[src/rtl/wb_port_arbiter.sv]
// wb_port_arbiter: shares the register-file write port between pipeline writeback and a buffered mul/div unit
//   in : clk, rst, pipe_we/pipe_wn/pipe_wd, md_valid/md_wn/md_wd, RN1, RN2
//   out: md_ready, stall_req, count, pend1, pend2, RegWrite/WN/WD (registered)
module wb_port_arbiter #(
   parameter int DEPTH = 4,
   parameter int AW    = 2
) (
   input  logic          clk,
   input  logic          rst,
   input  logic          pipe_we,
   input  logic [4:0]    pipe_wn,
   input  logic [31:0]   pipe_wd,
   input  logic          md_valid,
   input  logic [4:0]    md_wn,
   input  logic [31:0]   md_wd,
   output logic          md_ready,
   input  logic [4:0]    RN1,
   input  logic [4:0]    RN2,
   output logic          pend1,
   output logic          pend2,
   output logic          stall_req,
   output logic [AW:0]   count,
   output logic          RegWrite,
   output logic [4:0]    WN,
   output logic [31:0]   WD
);
   localparam logic [AW:0] FULL = (AW+1)'(DEPTH);
   logic [4:0]    fn_q [DEPTH];
   logic [31:0]   fd_q [DEPTH];
   logic [AW-1:0] rp_q, wp_q;
   logic [AW:0]   count_q;
   logic          rw_q;
   logic [4:0]    wnr_q;
   logic [31:0]   wdr_q;
   logic          pipe, push, pop, p1, p2;
   assign md_ready  = !rst && count_q < FULL;
   assign stall_req = count_q == FULL;
   assign count     = count_q;
   assign RegWrite  = rw_q;
   assign WN        = wnr_q;
   assign WD        = wdr_q;
   assign pipe      = pipe_we && pipe_wn != 5'd0;
   assign push      = md_valid && md_ready && md_wn != 5'd0;
   assign pop       = !pipe && count_q != '0;
   always_comb begin
      p1 = rw_q && wnr_q == RN1;
      p2 = rw_q && wnr_q == RN2;
      for (int i = 0; i < DEPTH; i++) begin
         if ({1'b0, AW'(AW'(i) - rp_q)} < count_q) begin
            p1 = p1 | (fn_q[i] == RN1);
            p2 = p2 | (fn_q[i] == RN2);
         end
      end
   end
   assign pend1 = RN1 != 5'd0 && p1;
   assign pend2 = RN2 != 5'd0 && p2;
   always_ff @(posedge clk) begin
      if (rst) begin
         rp_q    <= '0;
         wp_q    <= '0;
         count_q <= '0;
         rw_q    <= 1'b0;
         wnr_q   <= '0;
         wdr_q   <= '0;
      end else begin
         if (push) begin
            fn_q[wp_q] <= md_wn;
            fd_q[wp_q] <= md_wd;
            wp_q       <= wp_q + 1'b1;
         end
         if (pop) rp_q <= rp_q + 1'b1;
         count_q <= push && !pop ? count_q + 1'b1 : pop && !push ? count_q - 1'b1 : count_q;
         rw_q    <= pipe || pop;
         if (pipe) begin
            wnr_q <= pipe_wn;
            wdr_q <= pipe_wd;
         end else if (pop) begin
            wnr_q <= fn_q[rp_q];
            wdr_q <= fd_q[rp_q];
         end
      end
   end
endmodule

[config.mk]
export PLATFORM = sky130hd
export DESIGN_NAME = wb_port_arbiter
export DESIGN_NICKNAME = d
export VERILOG_FILES = /design/src/rtl/wb_port_arbiter.sv
export SDC_FILE = /design/constraint.sdc
export NUM_CORES = 1
export LEC_CHECK = 0
export BUFFER_PORTS_ARGS = -buffer_cell sky130_fd_sc_hd__clkbuf_2
export CORE_MARGIN = 3
export CORE_UTILIZATION = 35
export CTS_CLUSTER_SIZE = 24
export DETAILED_ROUTE_END_ITERATION = 8
export GPL_ROUTABILITY_DRIVEN = 0
export PLACE_DENSITY = 0.51
export SLEW_MARGIN = 5
export SYNTH_ARGS = -nofsm -noshare
export SYNTH_HDL_FRONTEND = slang
export SYNTH_SLANG_ARGS = --single-unit
[constraint.sdc]
create_clock -name clk -period 3.2 [get_ports clk]
set_input_delay 0.16 -clock clk [delete_from_list [all_inputs] [get_ports clk]]
set_output_delay 0.16 -clock clk [all_outputs]
set_load 0.01 [all_outputs]
---- Word-level counts from Yosys, hierarchy flattened ----
Memories as Yosys holds them, arrays and structs flattened. A register that Yosys moved wholly into a read port is not among the register bits.
Index checks and enable logic that the tools add are counted.
storage, ports and cells
  register bits ........................... 45
  bits in writable memories ............... 148
  output and inout bits ................... 45
  memories kept ........................... 2
memory list
  name  words  bits a word  rd ports  clocked after Yosys merged registers in  write ports  line  text
  fd_q  4      32           1         1                                        1            29    logic [31:0] fd_q [DEPTH];
  fn_q  4      5            5         1                                        1            28    logic [4:0] fn_q [DEPTH];
cells by class
  add/sub/neg operators ................... 8
  $lt $le $gt $ge ......................... 5
  eq/ne operators ......................... 11
  multiplexer cells ....................... 21
  bitwise logic cells ..................... 8
  reduce and logical (&&, ||, !) cells .... 23
operators by type and width
  operator               number
  $mux W32               2
  $eq A5 B5 Y1           10
  $reduce_bool A5 Y1     4
  $lt A2 B3 Y1           4
  $logic_and A1 B1 Y1    11
  $mux W1                11
  $mux W5                2
  $mux W2                4
  $or A1 B1 Y1           8
  $mux W3                2
  $add A2 B1 Y2 const B  2
  $logic_not A1 Y1       4
  $reduce_bool A2 Y1     2
  $sub A1 B2 Y2 const A  2
  $sub A2 B2 Y2 const A  2
  $add A3 B1 Y3 const B  1
  $eq A3 B3 Y1 const B   1
  $lt A3 B3 Y1 const B   1
  $reduce_bool A3 Y1     1
  $sub A3 B1 Y3 const B  1
  $logic_or A1 B1 Y1     1

---- Longest topological paths before layout ----
  depth after elaboration ................. 11
  depth in mapped cells ................... 10

---- Worst setup path after synthesis ----
OpenSTA, ideal clock, no wires.
  path kind ............................... register to register
  from .................................... register count_q[2], in the netlist count[2]
  to ...................................... memory fd_q[0][0] (enable)
  arrival time ............................ 2,010 ps
  required time ........................... 2,802 ps
  slack ................................... 793 ps
  stages on the path, launching flop included .. 5
  buffers on the path ..................... 0
  period minus slack after synthesis ...... 2,407 ps
  path through ............................ dfxtp_1 nor2_1 nand2_1 a21oi_1 and2_1
between the ends
  cells in the longest elaborated chain, start to end .. 7
ends and longest elaborated chain
  item                              line  text
  start: declaration                31    logic [AW:0] count_q;
  start signal: assignment          72    count_q <= push && !pop ? count_q + 1'b1 : pop && !push ? count_q - 1'b1 : count_q;
  $lt A3 B3 Y1                      36    assign md_ready = !rst && count_q < FULL;
  $logic_and A1 B1 Y1               36
  net md_ready                      16    output logic md_ready,
  $logic_and A1 B1 Y1 (2 in a row)  43    assign push = md_valid && md_ready && md_wn != 5'd0;
  net push                          35    logic pipe, push, pop, p1, p2;
  $mux W1                           66    if (push) begin
  $mux W1                           58    if (rst) begin
  $mux W1 (not written as such)     68    fd_q[wp_q] <= md_wd;
  end: declaration                  29
The timed path passes the listed nets, and every way through them passes these cells.

---- Worst setup path in the final report ----
  from .................................... register count_q[1], in the netlist count[1]
  to ...................................... output pend2
between the ends
  cells in the longest elaborated chain, start to end .. 9
ends and longest elaborated chain
  item                   line  text
  $lt A2 B3 Y1           49    if ({1'b0, AW'(AW'(i) - rp_q)} < count_q) begin
  $mux W1                49
  $or A1 B1 Y1           51    p2 = p2 | (fn_q[i] == RN2);
  $mux W1                49
  $or A1 B1 Y1           51
  $mux W1                49
  $or A1 B1 Y1           51
  $mux W1 *              49
  $logic_and A1 B1 Y1 *  56    assign pend2 = RN2 != 5'd0 && p2;
  end: declaration       20    output logic pend2,
Mark *: on every way between the ends. The rest lies on a longest branch, timed or not.

==> results.sh <==
export IMPL_run_status="complete, no violations"
export IMPL_cts_buffers=17
export IMPL_critPathMaxFanout=7
export IMPL_cp_arrival_ns=2.53
export IMPL_period_share_pct=84.0
export IMPL_worstSetupPathType="flop to output port"
export IMPL_hold_end="WD[19]$_SDFFE_PP0P_"
export IMPL_hp_start="pipe_wd[19]"
export IMPL_swShare_pct=30.9
export IMPL_initial_utilization_pct=35.8
export IMPL_rsz0062_at_grt="false"
export IMPL_relSlewSlack_pct=46.9
export IMPL_pwr_share_comb_pct=25.5
export IMPL_synth_warnings=0
export IMPL_wl_per_cell_microns=17.7
export IMPL_portBuffers=132
export IMPL_cp_common_cell="nor4_1"
export IMPL_clock_sinks=195
export IMPL_cts_repair_resized=0
export IMPL_fmax_mhz=372
export IMPL_syn_area_per_cell_sq_um=14.6
export IMPL_power_switching_mw=2.17
export IMPL_path_cells="inv_1 -> ha_1 -> a21boi_0 -> o21a_1 -> nor4_1 -> nor4_1 -> a21oi_1 -> clkbuf_2"
export IMPL_worstReg2RegStart="count[0]$_SDFFE_PP0P_"
export IMPL_cts_tree="built"
export IMPL_vias=5253
export IMPL_ys_types=35
export IMPL_reg2reg_slack_ns=0.95
export IMPL_vias_per_cell=4.90
export IMPL_max_cap_viol_count=0
export IMPL_setup_violations=0
export IMPL_netlist_area_sq_mm=0.00816
export IMPL_reg2reg_depth=8
export IMPL_slowest_delay_ns=0.48
export IMPL_h_tree_depth=4
export IMPL_grt_antenna_before_repair=1
export IMPL_ys_ff_latch=195
export IMPL_dpl_cell_area_sq_mm=0.00922
export IMPL_die_area_sq_mm=0.0252
export IMPL_dr_pass1_iters=4
export IMPL_finalMaxSlewViolations=0
export IMPL_synth_nets=657
export IMPL_dp_hpwl_microns=12600
export IMPL_drc=0
export IMPL_wirelength_microns=19000
export IMPL_hold_violations=0
export IMPL_syn_to_final_growth_pct=27.9
export IMPL_required_ns=3.04
export IMPL_worst_setup_path_start_kind="flop"
export IMPL_dieWidth_microns=159
export IMPL_grt_use_total_pct=15.5
export IMPL_drtAntennaViolNets=0
export IMPL_die_height_microns=159
export IMPL_clk_pin_slew_worst_paths_ns=0.07
export IMPL_seq_area_frac_synth_pct=66.0
export IMPL_clkLatencyLatePin_ns=0.43
export IMPL_cts_root_buf="clkbuf_16"
export IMPL_tns_ns=0
export IMPL_end_kind="output port"
export IMPL_overflow=0
export IMPL_critPathSlowestCell="dfxtp_1"
export IMPL_grt_max_degree=76
export IMPL_pwr_share_clk_pct=29.4
export IMPL_nets=844
export IMPL_internal_power_mw=4.84
export IMPL_io_pins=133
export IMPL_seq_power_share_pct=45.0
export IMPL_design_area_sq_mm=0.0104
export IMPL_cp_top_family="compound AO/OA/AOI/OAI gates"
export IMPL_final_min_clock_period_ns=2.69
export IMPL_num_rows=55
export IMPL_syn_inst=559
export IMPL_fin_worst_skew_ns=0.0150
export IMPL_cts_setup_buffers=0
export IMPL_grt_pass1_wl_microns=30800
export IMPL_min_path_cells=3
export IMPL_leakagePower_nw=3.77
export IMPL_drive_gt1_share_pct=29.1
export IMPL_drtIter0Drc=331
export IMPL_grt_pass1_vias=5551
export IMPL_cp_num_buf_inv=2
export IMPL_core_area_sq_mm=0.0228
export IMPL_clock_path_buffers=2
export IMPL_r2r_end="count[2]$_SDFFE_PP0P_"
export IMPL_hold_class="primary input to flop"
export IMPL_holdWs_ns=0.0225
export IMPL_worstMarginPinSlew_ns=0.796
export IMPL_ir_worst_vdd_mv=0.286
export IMPL_power_density_mw_per_mm2=672
-- cell usage after synthesis --
cell,number,area [sq um]
mux4_2,37,833
nand4_1,2,12.5
nand2b_1,1,6.26
buf_6,1,11.3
buf_2,11,55.1
clkbuf_1,23,86.3
a21o_1,1,7.51
a311oi_1,36,315
inv_1,7,26.3
a21oi_1,6,30.0
ha_1,9,113
fa_1,1,20.0
o21ai_0,1,5.00
nor3_1,5,25.0
nor4_1,10,62.6
a22o_1,1,8.76
nand3_1,7,35.0
nor2_1,48,180
dfxtp_1,47,941
buf_4,2,15.0
mux2i_1,2,20.0
or3_1,2,12.5
o21a_1,2,15.0
and2_1,4,25.0
and3_1,2,12.5
a22oi_1,1,7.51
o21ai_2,1,8.76
xnor2_1,27,236
buf_1,2,7.51
nand2_1,78,293
nor2b_1,1,6.26
edfxtp_1,148,4440
xor2_1,29,254
a21boi_0,1,7.51
or4_1,3,22.5
-- cell families (layout without fill, tap and decap cells) --
family / count (synthesis) / count (layout) / synth area share (%)
multiplexers: 39 / 39 / 10.5
buffers and inverters: 46 / 246 / 2.47
AND/OR/NAND/NOR: 163 / 163 / 8.49
XOR/XNOR: 56 / 56 / 6.01
other: 0 / 1 / 0
adder cells (fa/ha/maj): 10 / 10 / 1.63
AO/OA/AOI/OAI: 50 / 50 / 4.97
flip-flops: 195 / 195 / 66.0
-- power by group through the flow --
stage               clock, mW  sequential (mW)  combinational [mW]
global placement            0             3.21                1.77
finish                   2.06             3.16                1.79
CTS                      2.13             3.17                1.84
detailed placement          0             3.22                1.77
global route             2.25             3.20                1.99
floorplan                   0             3.17                1.19
-- cell type report --
class | instances | area, sq um
Clock inverter | 14 | 169
Multi-Input combinational cell | 318 | 2590
Fill cell | 2026 | 12300
Inverter | 7 | 26.3
Timing Repair Buffer | 207 | 1440
Clock buffer | 18 | 429
Antenna cell | 1 | 2.50
Sequential cell | 195 | 5390
Tap cell | 313 | 392
-- worst reg2reg max path, delay by kind of cell, from the launching register on --
family	cells	cell delay [ns]
AO/OA/AOI/OAI	1	0.14
XOR/XNOR	1	0.18
adder cells (fa/ha/maj)	2	0.56
buffers and inverters	1	0.06
flip-flops	1	0.42
AND/OR/NAND/NOR	3	0.82
-- worst max path at each step --
stage	cells after the start	start	endpoint	slack (ns)
2_1_floorplan	4	count[2]$_SDFFE_PP0P_	fd_q[0][0]$_DFFE_PP_	0.79
3_3_place_gp	7	pipe_wn[0]	flop	1.01
3_5_place_dp	8	count[1]$_SDFFE_PP0P_	pend2	0.97
4_1_cts	8	count[1]$_SDFFE_PP0P_	pend2	0.49
5_1_grt	8	count[1]$_SDFFE_PP0P_	pend2	0.29
6_report	8	count[1]$_SDFFE_PP0P_	pend2	0.51
-- metal layers --
metal | vias to the layer above | GRT usage, % | wire (microns)
li1 | 2477 | - | -
met1 | 2636 | 20.1 | 8310
met2 | 118 | 26.2 | 9600
met3 | 22 | 3.03 | 761
met4 | 0 | 5.33 | 317
met5 | - | 0 | 0
-- sequential cells by signal, summed over array words and instances (netlist names), named ones only --
signal    flops
fd_q        128
wp_q          2
WN            5
fn_q         20
count         3
RegWrite      1
rp_q          2
WD           32
-- cells in the final DEF, fill, tap and decap left out, types with 2 or more instances in the layout --
master,count
or4_1,3
nand4_1,2
clkinv_4,3
or3_1,2
inv_1,7
and2_2,4
clkbuf_2,132
a21oi_1,6
inv_6,3
nand3_1,7
nand2_1,78
buf_12,5
clkinv_8,6
dfxtp_2,2
nor2_1,48
and3_1,2
clkbuf_16,17
a311oi_1,36
buf_4,8
edfxtp_1,148
xnor2_1,27
o21a_1,2
dlygate4sd3_1,62
mux4_2,37
mux2i_1,2
nor4_1,10
ha_1,9
dfxtp_1,45
xor2_1,29
nor3_1,4
-- through the flow --
step           setup WS (ns)  utilization, %  instances  total power [mW]
2_1_floorplan          0.793               -        559              4.36
6_report               0.513            45.8       1073              7.01
4_1_cts                0.487            45.8       1072              7.14
3_3_place_gp            1.01            40.5        978              4.98
5_1_grt                0.293            45.8       1073              7.44
3_5_place_dp           0.968            40.5        978              4.99
-- repair_timing --
action | in CTS | in global routing
setup endpoints to repair | 0 | 0
hold buffers | 62 | 0
hold endpoints to repair | 170 | 0
Power figures use the tool's default switching activity.
